**config.mk**
```make
export PLATFORM = sky130hd
export DESIGN_NAME = btn_conditioner
export DESIGN_NICKNAME = d
export VERILOG_FILES = /design/src/rtl/stopwatch_pkg.sv /design/src/rtl/btn_debounce.sv /design/src/rtl/btn_conditioner.sv
export SDC_FILE = /design/constraint.sdc
export NUM_CORES = 1
export LEC_CHECK = 0
export BUFFER_PORTS_ARGS = -buffer_cell sky130_fd_sc_hd__buf_2
export CORE_MARGIN = 2
export CORE_UTILIZATION = 60
export CTS_BUF_LIST = sky130_fd_sc_hd__clkbuf_4
export DETAILED_ROUTE_END_ITERATION = 6
export MAX_ROUTING_LAYER = met4
export PLACE_DENSITY = 0.78
export SYNTH_ARGS = -nofsm -noshare
export SYNTH_HDL_FRONTEND = slang
export SYNTH_SLANG_ARGS = --single-unit
```
**constraint.sdc**
```tcl
create_clock -name clk -period 4.2 [get_ports clk]
set_input_delay 0.42 -clock clk [delete_from_list [all_inputs] [get_ports clk]]
set_output_delay 0.42 -clock clk [all_outputs]
set_load 0.005 [all_outputs]
```
**src/rtl/stopwatch_pkg.sv**
```systemverilog
// Shared definitions for the stopwatch input front end: debounce state encoding
// and default/simulation timing constants.
package stopwatch_pkg;

  typedef enum logic [1:0] {
    DB_IDLE         = 2'd0,
    DB_PRESS_WAIT   = 2'd1,
    DB_PRESSED      = 2'd2,
    DB_RELEASE_WAIT = 2'd3
  } db_state_t;

  // 10 ms at 100 MHz
  localparam int DEFAULT_DEBOUNCE_CYCLES = 1000000;
  localparam int DEFAULT_CNT_W           = 20;
  localparam int DEFAULT_SYNC_STAGES     = 2;

  // Short debounce window so benches reach acceptance in a few cycles
  localparam int SIM_DEBOUNCE_CYCLES = 4;

endpackage

```
**src/rtl/btn_debounce.sv**
```systemverilog
// One push-button channel: input synchronizer, debounce FSM with saturating
// stability counter, and a registered single-cycle press pulse.
module btn_debounce
  import stopwatch_pkg::*;
#(
  parameter int DEBOUNCE_CYCLES = DEFAULT_DEBOUNCE_CYCLES,
  parameter int CNT_W           = DEFAULT_CNT_W,
  parameter int SYNC_STAGES     = DEFAULT_SYNC_STAGES
) (
  input  logic clk,
  input  logic reset,
  input  logic raw,
  output logic pulse
);

  localparam logic [CNT_W-1:0] CNT_MAX = CNT_W'(DEBOUNCE_CYCLES);
  localparam logic [CNT_W-1:0] CNT_ONE = CNT_W'(1);

  logic [SYNC_STAGES-1:0] sync_reg;
  logic                   s;
  db_state_t              state_reg, state_next;
  logic [CNT_W-1:0]       cnt_reg, cnt_next;
  logic                   pulse_reg, pulse_next;

  always_ff @(posedge clk) begin
    if (!reset) begin
      sync_reg <= '0;
    end else begin
      sync_reg <= {sync_reg[SYNC_STAGES-2:0], raw};
    end
  end

  assign s = sync_reg[SYNC_STAGES-1];

  always_ff @(posedge clk) begin
    if (!reset) begin
      state_reg <= DB_IDLE;
      cnt_reg   <= '0;
      pulse_reg <= 1'b0;
    end else begin
      state_reg <= state_next;
      cnt_reg   <= cnt_next;
      pulse_reg <= pulse_next;
    end
  end

  // The counter is compared before incrementing, so it tops out at CNT_MAX
  // and the state always leaves the wait state at that point.
  always_comb begin
    state_next = state_reg;
    cnt_next   = cnt_reg;
    pulse_next = 1'b0;
    case (state_reg)
      DB_IDLE: begin
        if (s) begin
          cnt_next   = CNT_ONE;
          state_next = DB_PRESS_WAIT;
        end
      end
      DB_PRESS_WAIT: begin
        if (!s) begin
          cnt_next   = '0;
          state_next = DB_IDLE;
        end else if (cnt_reg == CNT_MAX) begin
          cnt_next   = '0;
          state_next = DB_PRESSED;
          pulse_next = 1'b1;
        end else begin
          cnt_next = cnt_reg + CNT_ONE;
        end
      end
      DB_PRESSED: begin
        if (!s) begin
          cnt_next   = CNT_ONE;
          state_next = DB_RELEASE_WAIT;
        end
      end
      DB_RELEASE_WAIT: begin
        if (s) begin
          cnt_next   = '0;
          state_next = DB_PRESSED;
        end else if (cnt_reg == CNT_MAX) begin
          cnt_next   = '0;
          state_next = DB_IDLE;
        end else begin
          cnt_next = cnt_reg + CNT_ONE;
        end
      end
      default: begin
        cnt_next   = '0;
        state_next = DB_IDLE;
      end
    endcase
  end

  assign pulse = pulse_reg;

endmodule

```
**src/rtl/btn_conditioner.sv**
```systemverilog
// Stopwatch input front end: debounced pause/reset press pulses, the paused
// toggle level, and synchronized slide switches.
module btn_conditioner
  import stopwatch_pkg::*;
#(
  parameter int DEBOUNCE_CYCLES = DEFAULT_DEBOUNCE_CYCLES,
  parameter int CNT_W           = DEFAULT_CNT_W,
  parameter int SYNC_STAGES     = DEFAULT_SYNC_STAGES
) (
  input  logic clk,
  input  logic reset,
  input  logic btn_pause_raw,
  input  logic btn_rst_raw,
  input  logic sw_sel_raw,
  input  logic sw_adj_raw,
  output logic pause_pulse,
  output logic rst_pulse,
  output logic paused,
  output logic sel,
  output logic adj
);

  logic [1:0] btn_raw;
  logic [1:0] btn_pulse;
  logic [1:0] sw_raw;
  logic [1:0] sw_sync;
  logic       paused_reg, paused_next;

  assign btn_raw = {btn_rst_raw, btn_pause_raw};
  assign sw_raw  = {sw_adj_raw, sw_sel_raw};

  genvar gi;

  // Bit 0 = pause, bit 1 = reset; each button has its own independent FSM.
  generate
    for (gi = 0; gi < 2; gi++) begin : g_btn
      btn_debounce #(
        .DEBOUNCE_CYCLES(DEBOUNCE_CYCLES),
        .CNT_W          (CNT_W),
        .SYNC_STAGES    (SYNC_STAGES)
      ) u_debounce (
        .clk  (clk),
        .reset(reset),
        .raw  (btn_raw[gi]),
        .pulse(btn_pulse[gi])
      );
    end
  endgenerate

  // Slide switches are level controls, so they are synchronized only.
  generate
    for (gi = 0; gi < 2; gi++) begin : g_sw
      logic [SYNC_STAGES-1:0] sync_reg;

      always_ff @(posedge clk) begin
        if (!reset) begin
          sync_reg <= '0;
        end else begin
          sync_reg <= {sync_reg[SYNC_STAGES-2:0], sw_raw[gi]};
        end
      end

      assign sw_sync[gi] = sync_reg[SYNC_STAGES-1];
    end
  endgenerate

  // Reset press wins over a coinciding pause press.
  always_comb begin
    paused_next = paused_reg;
    if (btn_pulse[1]) begin
      paused_next = 1'b0;
    end else if (btn_pulse[0]) begin
      paused_next = ~paused_reg;
    end
  end

  always_ff @(posedge clk) begin
    if (!reset) begin
      paused_reg <= 1'b0;
    end else begin
      paused_reg <= paused_next;
    end
  end

  assign pause_pulse = btn_pulse[0];
  assign rst_pulse   = btn_pulse[1];
  assign paused      = paused_reg;
  assign sel         = sw_sync[0];
  assign adj         = sw_sync[1];

endmodule

```
======== Yosys cells after proc, flatten, opt, wreduce, memory -nomap -nowiden ========
Cells that the tools add are included.
operators by class
  add/subtract/negate cells ............... 2
  equal/unequal tests ..................... 16
  multiplexer cells ....................... 28
  bitwise gates (word level) .............. 2
  reductions and logical operators ........ 9
operators by type and width
  kind                     count
  $mux W20                 10
  $pmux W20 S4             2
  $add A20 B1 Y20 const B  2
  $eq A20 B20 Y1 const B   2
  $mux W2                  12
  $pmux W2 S4              2
  $eq A2 B2 Y1 const B     4
  $reduce_and A4 Y1        2
  $ne A3 B1 Y1 const B     2
  $ne A3 B3 Y1 const B     2
  $reduce_and A3 Y1        2
  $eq A2 B1 Y1 const B     2
  $logic_not A2 Y1         2
  $ne A2 B1 Y1 const B     2
  $ne A2 B2 Y1 const B     2
  $reduce_and A2 Y1        2
  $mux W1                  2
  $not A1 Y1               2
  $reduce_or A2 Y1         1
word-level totals
  flip-flop bits (word level) ............. 55
  output and inout port bits .............. 5

======== Depth between registers and ports, before layout ========
Gate-level depths: netlist of run 1.
  depth after elaboration ................. 4
  mapped depth ............................ 8
  mapped depth without buffers ............ 7

======== Modules after synthesis ========
Synthesis of run 1 repeated with hierarchy kept, for this count alone.
unflattened totals
  cell total of the unflattened synthesis .. 299
  area total of the unflattened synthesis .. 2711.4 µm²
modules (own cells, without submodules)
  module           times used  cells each  area each (µm²)  sequential area each (µm²)
  btn_debounce     2           144         1282.5           500.5
  btn_conditioner  1           11          146.4            100.1

======== Worst setup path before layout of run 1 ========
OpenSTA, ideal clock, no wires.
  path type ............................... register to register
  start point ............................. reg g_btn[0].u_debounce.cnt_reg[0]
  end point ............................... reg g_btn[0].u_debounce.cnt_reg[4]
  arrival time ............................ 1.768 ns
  setup slack ............................. 2.313 ns
  cell stages (with the launch flop) ...... 9
  cells stage by stage .................... dfxtp_1 > inv_1 > ha_1 > or4b_1 > nor3_4 > a211oi_2 > buf_2 > a21oi_1 > o21bai_1
on the way
  longest elaborated chain between the ends .. 4
  elaborated cells on any way between the ends .. 6
  classes of those cells .................. 1 x add/sub; 1 x eq/ne; 4 x mux
RTL lines
  element                                            RTL line                                text
  start: declaration                                 btn_debounce.sv:22                      logic [CNT_W-1:0] cnt_reg, cnt_next;
  start signal: assignment                           btn_debounce.sv:42                      cnt_reg <= cnt_next;
  $add A20 B1 Y20 or $eq A20 B20 Y1 (tied branches)  -
  $mux W20 *                                         btn_debounce.sv:64, btn_debounce.sv:82
  $mux W20, on equally long branches                 btn_debounce.sv:79, btn_debounce.sv:61
  $pmux W20 S4 *                                     btn_debounce.sv:53                      case (state_reg)
Every way passes the cells marked *; elsewhere a longest branch is shown, timed or not.
A chain may end at the register's enable or synchronous reset.

======== Worst setup path in the final report of run 1 ========
  start point ............................. reg g_btn[0].u_debounce.cnt_reg[0]
  end point ............................... reg g_btn[0].u_debounce.cnt_reg[10]
Same word-level chain as after synthesis.

==> results of run 1 <==
report_power, final:
group / internal [mW] / switching (mW)
Combinational: 0.0124 / 0.0232
Sequential: 0.528 / 0.00490
Clock: 0.0618 / 0.160
per-stage QoR:
stage | worst slack (ns) | power (mW) | hold WS [ns]
after floorplan | 2.31 | 0.569 | 0.412
after global placement | 1.93 | 0.580 | 0.410
after detailed placement | 1.85 | 0.580 | 0.418
after CTS | 1.85 | 0.796 | 0.233
after global routing | 1.55 | 0.822 | 0.216
final | 1.81 | 0.790 | 0.236
synthesized netlist by cell type, types with 2 or more instances:
| cell type | number | area share |
|---|---|---|
| a31oi_1 | 8 | 0.019 |
| or4bb_1 | 2 | 0.0087 |
| xor2_1 | 11 | 0.037 |
| a21oi_1 | 15 | 0.029 |
| clkbuf_1 | 4 | 0.0058 |
| or2_2 | 2 | 0.0048 |
| nor4b_1 | 2 | 0.0067 |
| or3_1 | 3 | 0.0072 |
| nor2_1 | 29 | 0.042 |
| nor2b_1 | 2 | 0.0048 |
| nor3_1 | 12 | 0.023 |
| o21ai_1 | 2 | 0.0039 |
| nor4_1 | 3 | 0.0072 |
| nand2b_1 | 3 | 0.0072 |
| a211oi_1 | 2 | 0.0058 |
| ha_1 | 4 | 0.019 |
| nand3_1 | 21 | 0.040 |
| nand4_1 | 13 | 0.031 |
| and3_1 | 4 | 0.0096 |
| or4_1 | 5 | 0.014 |
| xnor2_1 | 9 | 0.030 |
| nand2_1 | 25 | 0.036 |
| inv_1 | 9 | 0.013 |
| or4b_1 | 4 | 0.015 |
| buf_2 | 3 | 0.0058 |
| and2_1 | 11 | 0.026 |
| a22oi_1 | 2 | 0.0058 |
| and3_2 | 2 | 0.0058 |
| o21ai_0 | 12 | 0.023 |
| mux2i_1 | 2 | 0.0077 |
| dfxtp_1 | 55 | 0.42 |
kinds of logic (layout without fill, tap and decap cells):
family,after synthesis,count (layout),share of synthesized area
AND/OR/NAND/NOR,152,152,0.327
adder cells (fa/ha/maj),4,4,0.0193
AO/OA/AOI/OAI,52,52,0.126
multiplexers,2,2,0.00771
flip-flops,55,55,0.424
buffers and inverters,18,29,0.0289
XOR/XNOR,20,20,0.0674
per-layer routing:
| metal | vias up | wire (µm) | track usage |
|---|---|---|---|
| met5 | - | 0 | - |
| met1 | 1019 | 2640 | 0.361 |
| met3 | 7 | 259 | 0.0451 |
| met2 | 60 | 2190 | 0.312 |
| li1 | 1115 | - | - |
| met4 | 0 | 55 | 0.0833 |
layout by cell type (no fill, tap or decap), types with 2 or more instances in the layout:
cell and n:
or2_2 2, or4b_1 4, clkinv_1 3, dfxtp_1 55
ha_1 4, nand3_1 21, nor2_1 29, clkbuf_4 5
buf_2 10, o21ai_1 2, a22oi_1 2, nor4_1 3
xor2_1 11, or4bb_1 2, and3_2 2, and3_1 4
nor4b_1 2, a31oi_1 8, and2_1 11, a21oi_1 15
o21ai_0 12, nor3_1 12, xnor2_1 9, nand2_1 25
nand2b_1 3, or3_1 3, nor2b_1 2, a211oi_1 2
nand4_1 13, or4_1 5, mux2i_1 2, inv_1 9
area by class of cell:
cell class                      instances  area, µm²
Multi-Input combinational cell        230       1420
Fill cell                             362       1350
Sequential cell                        55       1100
Tap cell                               50       62.6
Timing Repair Buffer                   11       57.6
Clock buffer                            5       37.5
Inverter                               10       37.5
Clock inverter                          3       15.0
how the worst min path moves through the flow:
| stage | cells past startpoint | endpoint | slack [ns] |
|---|---|---|---|
| 4_1_cts | 2 | g_btn[1].u_debounce.sync_reg[0] | 0.23 |
| 5_1_grt | 2 | g_btn[0].u_debounce.sync_reg[0] | 0.22 |
| 3_5_place_dp | 1 | g_btn[0].u_debounce.sync_reg[1] | 0.42 |
| 6_report | 2 | g_sw[1].sync_reg[0] | 0.24 |
| 3_3_place_gp | 1 | paused | 0.41 |
| 2_1_floorplan | 1 | g_btn[0].u_debounce.sync_reg[1] | 0.41 |
critical path, cell delays in order, from the launching register on:
cell	delay [ns]
dfxtp_1	0.45
inv_1	0.07
ha_1	0.19
or4b_1	0.20
nor3_4	0.07
a211oi_2	0.90
o21ai_0	0.23
a31oi_1	0.21
==> impl_metrics.ini, run 1 <==
[status]
status = complete, no violations

[sta]
max_freq_mhz = 418
hold_violations = 0
rsz0062_at_grt = false
finalSetupTns_ns = 0
min_period_ns = 2.39
max_slew_margin = 0.277
report.final.slew_viol_count = 0
worstMarginPinSlew_ns = 1.08
min_period_over_period = 0.570
fin_worst_skew_ns = 0.00968
setup_violations = 0

[worst_setup_path]
start_kind = flip-flop
worstPathArrival_ns = 2.70
path_class = flip-flop to flip-flop
critPathMaxFanout = 18
reg2reg_slack_ns = 1.81
r2r-end = g_btn[0].u_debounce.cnt_reg[10]
r2r_cells = 7
critPathCapture = g_btn[0].u_debounce.cnt_reg[10]
worstSetupEndpointType = flip-flop
crit_required_ns = 4.51
r2r-start = g_btn[0].u_debounce.cnt_reg[0]
critPathLaunch = g_btn[0].u_debounce.cnt_reg[0]

[clocking]
cts_max_level = 2
cts_resized = 0
clockBufferDepth = 2
cts_hold_buf = 0
path_clk_slew_ns = 0.15
post-cts-setup-buffers = 0
clock_sinks = 55
ctsRootBufferMaster = clkbuf_4
clock_latency_ns = 0.37
cts_tree = built
cts_buffers = 5

[run]
cap_viol_max_count = 0

[detailed_routing]
wl_per_cell_um = 14.1
drt_iter0_drc = 188
drt-pass1-iter-count = 4
drt_wl_total_um = 5150
route.detailed.drc = 0
ant_nets = 0
vias_per_cell = 6.05
via_count = 2201

[global_route]
grt_max_degree = 26
antenna_found_initial = 0
grt_use_total = 0.238
grt_overflow = 0
grt_pass1_wl_um = 9230
first_global_vias = 1949

[power]
peakVddDrop_uv = 276
power_leakage_nw = 0.946
powerDensity_mw_per_mm2 = 289

[final_layout]
design_area_mm2 = 0.00273
layout-drive-gt1-share = 0.0955
nNetsFinal = 323
synthToLayoutAreaGrowth_pct = 5.20
diodes = 0
layout.cells.non_filler = 364
final_util = 0.669
largest_register_ffs = 40

[place]
gp_congestion = 0.868
detailed_place_hpwl_um = 3670
io_buffers = 10
post-place-cells = 356
dpl_cell_area_mm2 = 0.00268

[synthesis]
synth.avg_cell_area_um2 = 8.57
ys_warn_count = 0
mappedNetlistArea_mm2 = 0.00260
ys.flop_type = dfxtp_1
async_reset_ff_frac = 0
synth.distinct_cells = 53
synth-edff-count = 0
syn_inst = 303
synth_seq_area_share = 0.424
synth_fp_nets = 313
synth-seq-cells = 55

[floorplan]
die_area_mm2 = 0.00487
num_rows = 23
die_x_um = 69.8
die_h_um = 69.8
coreArea_mm2 = 0.00409
start_util = 0.636
ioPinCount = 11

[hold_path]
min_from = sw_adj_raw
hp-class = primary input to flip-flop
No activity file was read; power rests on OpenSTA's default activity.
==> run 2, diff against run 1 <==
clock period = 2.4 ns   (was 4.2 ns; I/O delays follow)
==> run 2 against run 1 <==
Clock power grew 93%; clock-buffer cell count is the same; largest cell class unchanged; flip-flop and latch count is the same.
==> impl_metrics.ini, run 2 (synthesis results as in run 1) <==
[global_route]
grt_pass1_wl_um = 9230
top_usage_layer = met2
grt_util_met1 = 0.335
met2_usage = 0.340
first_global_vias = 1998
antenna_found_initial = 0
grt_max_degree = 25
grt_use_total = 0.237
grt_use_met3 = 0.0538
grt_overflow = 0

[final_layout]
diodes = 0
synthToLayoutAreaGrowth_pct = 7.51
layout_commonest_cell = dfxtp_1
n_fill_cell = 355
final_util = 0.683
nNetsFinal = 328
layout-drive-gt1-share = 0.116
largest_register_ffs = 40
final_cell_mix = 55 x dfxtp_1, 29 x nor2_1, 25 x nand2_1

[worst_setup_path]
reg2reg_slack_ns = 0.27
crit_required_ns = 2.68
r2r-start = g_btn[1].u_debounce.cnt_reg[0]
crit_top_cell = nor2_1
crit_chain = inv_1, ha_1, or4bb_1, nor2_1, a21oi_2, o21ai_4, nor2_1
slowest_stage = or4bb_1
r2r-end = g_btn[1].u_debounce.cnt_reg[9]
critPathMaxStageDelay_ns = 0.53
path_class = flip-flop to flip-flop
critPathMaxFanout = 12
r2r_cells = 7
worstSetupEndpointType = flip-flop
worstPathArrival_ns = 2.41
start_kind = flip-flop

[power]
p_int_mw = 1.07
peakVddDrop_uv = 453
power_leakage_nw = 0.981
netSwitchingFraction = 0.254
p_clk_frac = 0.299
power_frac_seq = 0.651
powerDensity_mw_per_mm2 = 514
switchingPower_mw = 0.364
p_comb_frac = 0.050

[place]
gp_congestion = 0.912
io_buffers = 10
detailed_place_hpwl_um = 3830

[hold_path]
min_from = btn_pause_raw
min_to = g_btn[0].u_debounce.sync_reg[0]
min_path_cells = 2
hp-class = primary input to flip-flop

[sta]
report.final.slew_viol_count = 0
worstMarginPinSlew_ns = 0.721
finalSetupTns_ns = 0
hold_violations = 0
hold_ws_ns = 0.0480
max_freq_mhz = 470
max_slew_margin = 0.517
min_period_ns = 2.13
fin_worst_skew_ns = 0.0181
rsz0062_at_grt = false
setup_violations = 0
min_period_over_period = 0.886

[detailed_routing]
ant_nets = 0
wl_per_cell_um = 14.6
via_count = 2243
route.detailed.drc = 0
drt_wl_total_um = 5400
vias_per_cell = 6.08
drt_iter0_drc = 193
drt-pass1-iter-count = 4

[clocking]
clockBufferDepth = 2
cts_resized = 0
post-cts-setup-buffers = 0
cts_max_level = 2
path_clk_slew_ns = 0.17
clock_latency_ns = 0.38
cts_tree = built
cts_hold_buf = 0
ctsRootBufferMaster = clkbuf_4
clock_sinks = 55
cts_buffers = 5

[floorplan]
start_util = 0.636
die_x_um = 69.8
die_h_um = 69.8
die_area_mm2 = 0.00487
num_rows = 23
coreArea_mm2 = 0.00409
ioPinCount = 11

[run]
cap_viol_max_count = 0

[status]
status = complete, no violations
-- run 2: power groups by stage --
stage	clock network [mW]	logic, mW	registers [mW]
after floorplan	0	0.0451	0.951
after global placement	0	0.0690	0.953
after detailed placement	0	0.0695	0.953
after CTS	0.436	0.0698	0.934
after global routing	0.471	0.0787	0.936
final	0.429	0.0716	0.934
-- run 2: routing by layer --
metal	share of wire	vias up
li1	-	1118
met2	0.44	64
met5	0	-
met3	0.059	8
met1	0.49	1053
met4	0.0096	0
-- run 2: worst max path at each step --
| stage | endpoint | slack [ns] | from | cells past startpoint |
|---|---|---|---|---|
| floorplan | g_btn[0].u_debounce.cnt_reg[4] | 0.51 | g_btn[0].u_debounce.cnt_reg[0] | 8 |
| global placement | g_btn[1].u_debounce.cnt_reg[3] | 0.17 | g_btn[1].u_debounce.cnt_reg[0] | 7 |
| detailed placement | g_btn[0].u_debounce.cnt_reg[15] | 0.13 | g_btn[0].u_debounce.cnt_reg[0] | 7 |
| CTS | g_btn[0].u_debounce.cnt_reg[15] | 0.08 | g_btn[0].u_debounce.cnt_reg[0] | 7 |
| global route | g_btn[1].u_debounce.cnt_reg[7] | 0.12 | g_btn[1].u_debounce.cnt_reg[0] | 7 |
| finish | g_btn[1].u_debounce.cnt_reg[9] | 0.27 | g_btn[1].u_debounce.cnt_reg[0] | 7 |
-- run 2: critical path: cells and delay by family (launching register included) --
family                     cells  cell delay [ns]
and+or+nand+nor                3             0.89
adders and majority gates      1             0.15
DFF                            1             0.38
buffers and inverters          1             0.08
AOI/OAI and AO/OA              2             0.54
-- run 2: layout make-up --
| class | instances | area, µm² | area share |
|---|---|---|---|
| multi-input cells | 230 | 1440 | 0.514 |
| repair buffers | 16 | 95.1 | 0.0341 |
| clock buffers | 5 | 37.5 | 0.0134 |
| flip-flops and latches | 55 | 1100 | 0.394 |
| clock inverters | 3 | 22.5 | 0.00806 |
| well taps | 50 | 62.6 | 0.0224 |
| inverters | 10 | 37.5 | 0.0134 |
-- run 2: per-stage QoR --
step / total power [mW] / cell area, µm² / instances / worst slack, ns
2_1_floorplan: 0.996 / 2600 / 303 / 0.513
5_1_grt: 1.49 / 2790 / 369 / 0.117
4_1_cts: 1.44 / 2780 / 369 / 0.0774
3_5_place_dp: 1.02 / 2720 / 361 / 0.127
3_3_place_gp: 1.02 / 2720 / 361 / 0.167
6_report: 1.43 / 2790 / 369 / 0.273
==> run 3, diff against run 2 <==
CORE_UTILIZATION = 25   (was 60)
PLACE_DENSITY = default   (was 0.78)
==> run 3 against run 2 <==
Core utilization down 39 points; cell count up 24%; clock skew down 0.0061 ns; largest cell class unchanged; sequential power about the same; worst setup slack better by 0.041 ns.
==> impl_metrics.ini, run 3 (synthesis results as in run 1) <==
[power]
powerDensity_mw_per_mm2 = 548
p_int_mw = 1.28
p_clk_frac = 0.380
power_leakage_nw = 1.01
power_frac_seq = 0.576
netSwitchingFraction = 0.214
switchingPower_mw = 0.347
peakVddDrop_uv = 356
p_comb_frac = 0.044
fin_total_pwr_mw = 1.62

[final_layout]
layout_commonest_cell = dfxtp_1
final_util = 0.291
final_cell_mix = 55 x dfxtp_1, 29 x nor2_1, 25 x nand2_1
largest_register_ffs = 40
layout-drive-gt1-share = 0.121
synthToLayoutAreaGrowth_pct = 14.0
nNetsFinal = 330
diodes = 0
design_area_mm2 = 0.00296

[global_route]
grt_pass1_wl_um = 9720
grt_overflow = 0
antenna_found_initial = 0
grt_max_degree = 25
first_global_vias = 2112
grt_use_total = 0.108

[sta]
report.final.slew_viol_count = 0
setup_violations = 0
worstMarginPinSlew_ns = 0.696
max_freq_mhz = 479
min_period_over_period = 0.869
hold_violations = 0
min_period_ns = 2.09
fin_worst_skew_ns = 0.0120
max_slew_margin = 0.534
hold_ws_ns = 0.0619
rsz0062_at_grt = false
finalSetupTns_ns = 0

[hold_path]
hp-class = primary input to flip-flop
min_from = sw_adj_raw

[worst_setup_path]
crit_top_cell = nor2_1
crit_chain = inv_1, ha_1, or4bb_1, nor2_1, a21oi_2, o21ai_4, nor2_1
worstSetupEndpointType = flip-flop
critPathLaunch = g_btn[1].u_debounce.cnt_reg[0]
critPathMaxStageDelay_ns = 0.51
r2r-start = g_btn[1].u_debounce.cnt_reg[0]
slowest_stage = or4bb_1
critPathMaxFanout = 12
path_buf_inv = 1
path_class = flip-flop to flip-flop
crit_required_ns = 2.66
critPathTopFamily = simple AND/OR/NAND/NOR gates
start_kind = flip-flop
worstPathArrival_ns = 2.35

[detailed_routing]
wl_per_cell_um = 12.4
ant_nets = 0
route.detailed.drc = 0
drt_wl_total_um = 5650
vias_per_cell = 4.81
drt-pass1-iter-count = 4
drt_iter0_drc = 114
via_count = 2198

[floorplan]
num_rows = 37
coreArea_mm2 = 0.0102
ioPinCount = 11
die_area_mm2 = 0.0112
die_x_um = 106
start_util = 0.255
die_h_um = 106

[clocking]
cts_buffers = 5
ctsRootBufferMaster = clkbuf_4
path_clk_slew_ns = 0.15
post-cts-setup-buffers = 0
cts_max_level = 2
cts_tree = built
cts_hold_buf = 0
clock_latency_ns = 0.38
clockBufferDepth = 2
clock_sinks = 55

[run]
cap_viol_max_count = 0

[place]
gp_congestion = 0.833
detailed_place_hpwl_um = 4040
dpl_cell_area_mm2 = 0.00284
io_buffers = 10

[status]
status = complete, no violations
[run 3: changes by cell type in the layout (fill, tap and decap cells not counted)]
cell,delta
buf_4,+2
clkinv_2,-1
inv_6,-1
bufinv_16,+2
clkinvlp_4,+1
clkinv_4,-1
[run 3: worst paths after layout]
kind / end / slack (ns) / depth (start not counted)
min reg2reg: g_sw[1].sync_reg[1] / 0.45 / 1
min: g_sw[1].sync_reg[0] / 0.06 / 2
max reg2reg: g_btn[1].u_debounce.cnt_reg[15] / 0.31 / 7
max: g_btn[1].u_debounce.cnt_reg[15] / 0.31 / 7
[run 3: area by class of cell]
cell class,count,area [µm²]
clock inverters,3,67.6
flip-flops and latches,55,1100
multi-input cells,230,1440
clock buffers,5,37.5
fillers,1126,7220
well taps,136,170
repair buffers,18,110
inverters,10,37.5
[run 3: power by group through the flow]
stage	combinational, mW	sequential (mW)	clock (mW)
6_report	0.0719	0.934	0.616
5_1_grt	0.0804	0.936	0.676
4_1_cts	0.0705	0.934	0.640
3_5_place_dp	0.0702	0.953	0
3_3_place_gp	0.0696	0.953	0
2_1_floorplan	0.0451	0.951	0
[run 3: timing repair]
item	CTS	global route
endpoints found under the hold margin	0	0
gates resized for setup	0	2
endpoints found under the setup margin	0	16
[run 3: metrics by stage]
step	instances	worst slack, ns
floorplan	303	0.513
global placement	449	0.193
detailed placement	449	0.111
CTS	457	0.0675
global route	457	0.102
finish	457	0.313
[run 3: per-layer routing]
| layer | vias up | GRT usage | wire length, µm |
|---|---|---|---|
| li1 | 1129 | - | - |
| met3 | 2 | 0.0221 | 245 |
| met2 | 45 | 0.178 | 2590 |
| met4 | 0 | 0.0376 | 40 |
| met5 | - | - | 0 |
| met1 | 1022 | 0.133 | 2780 |
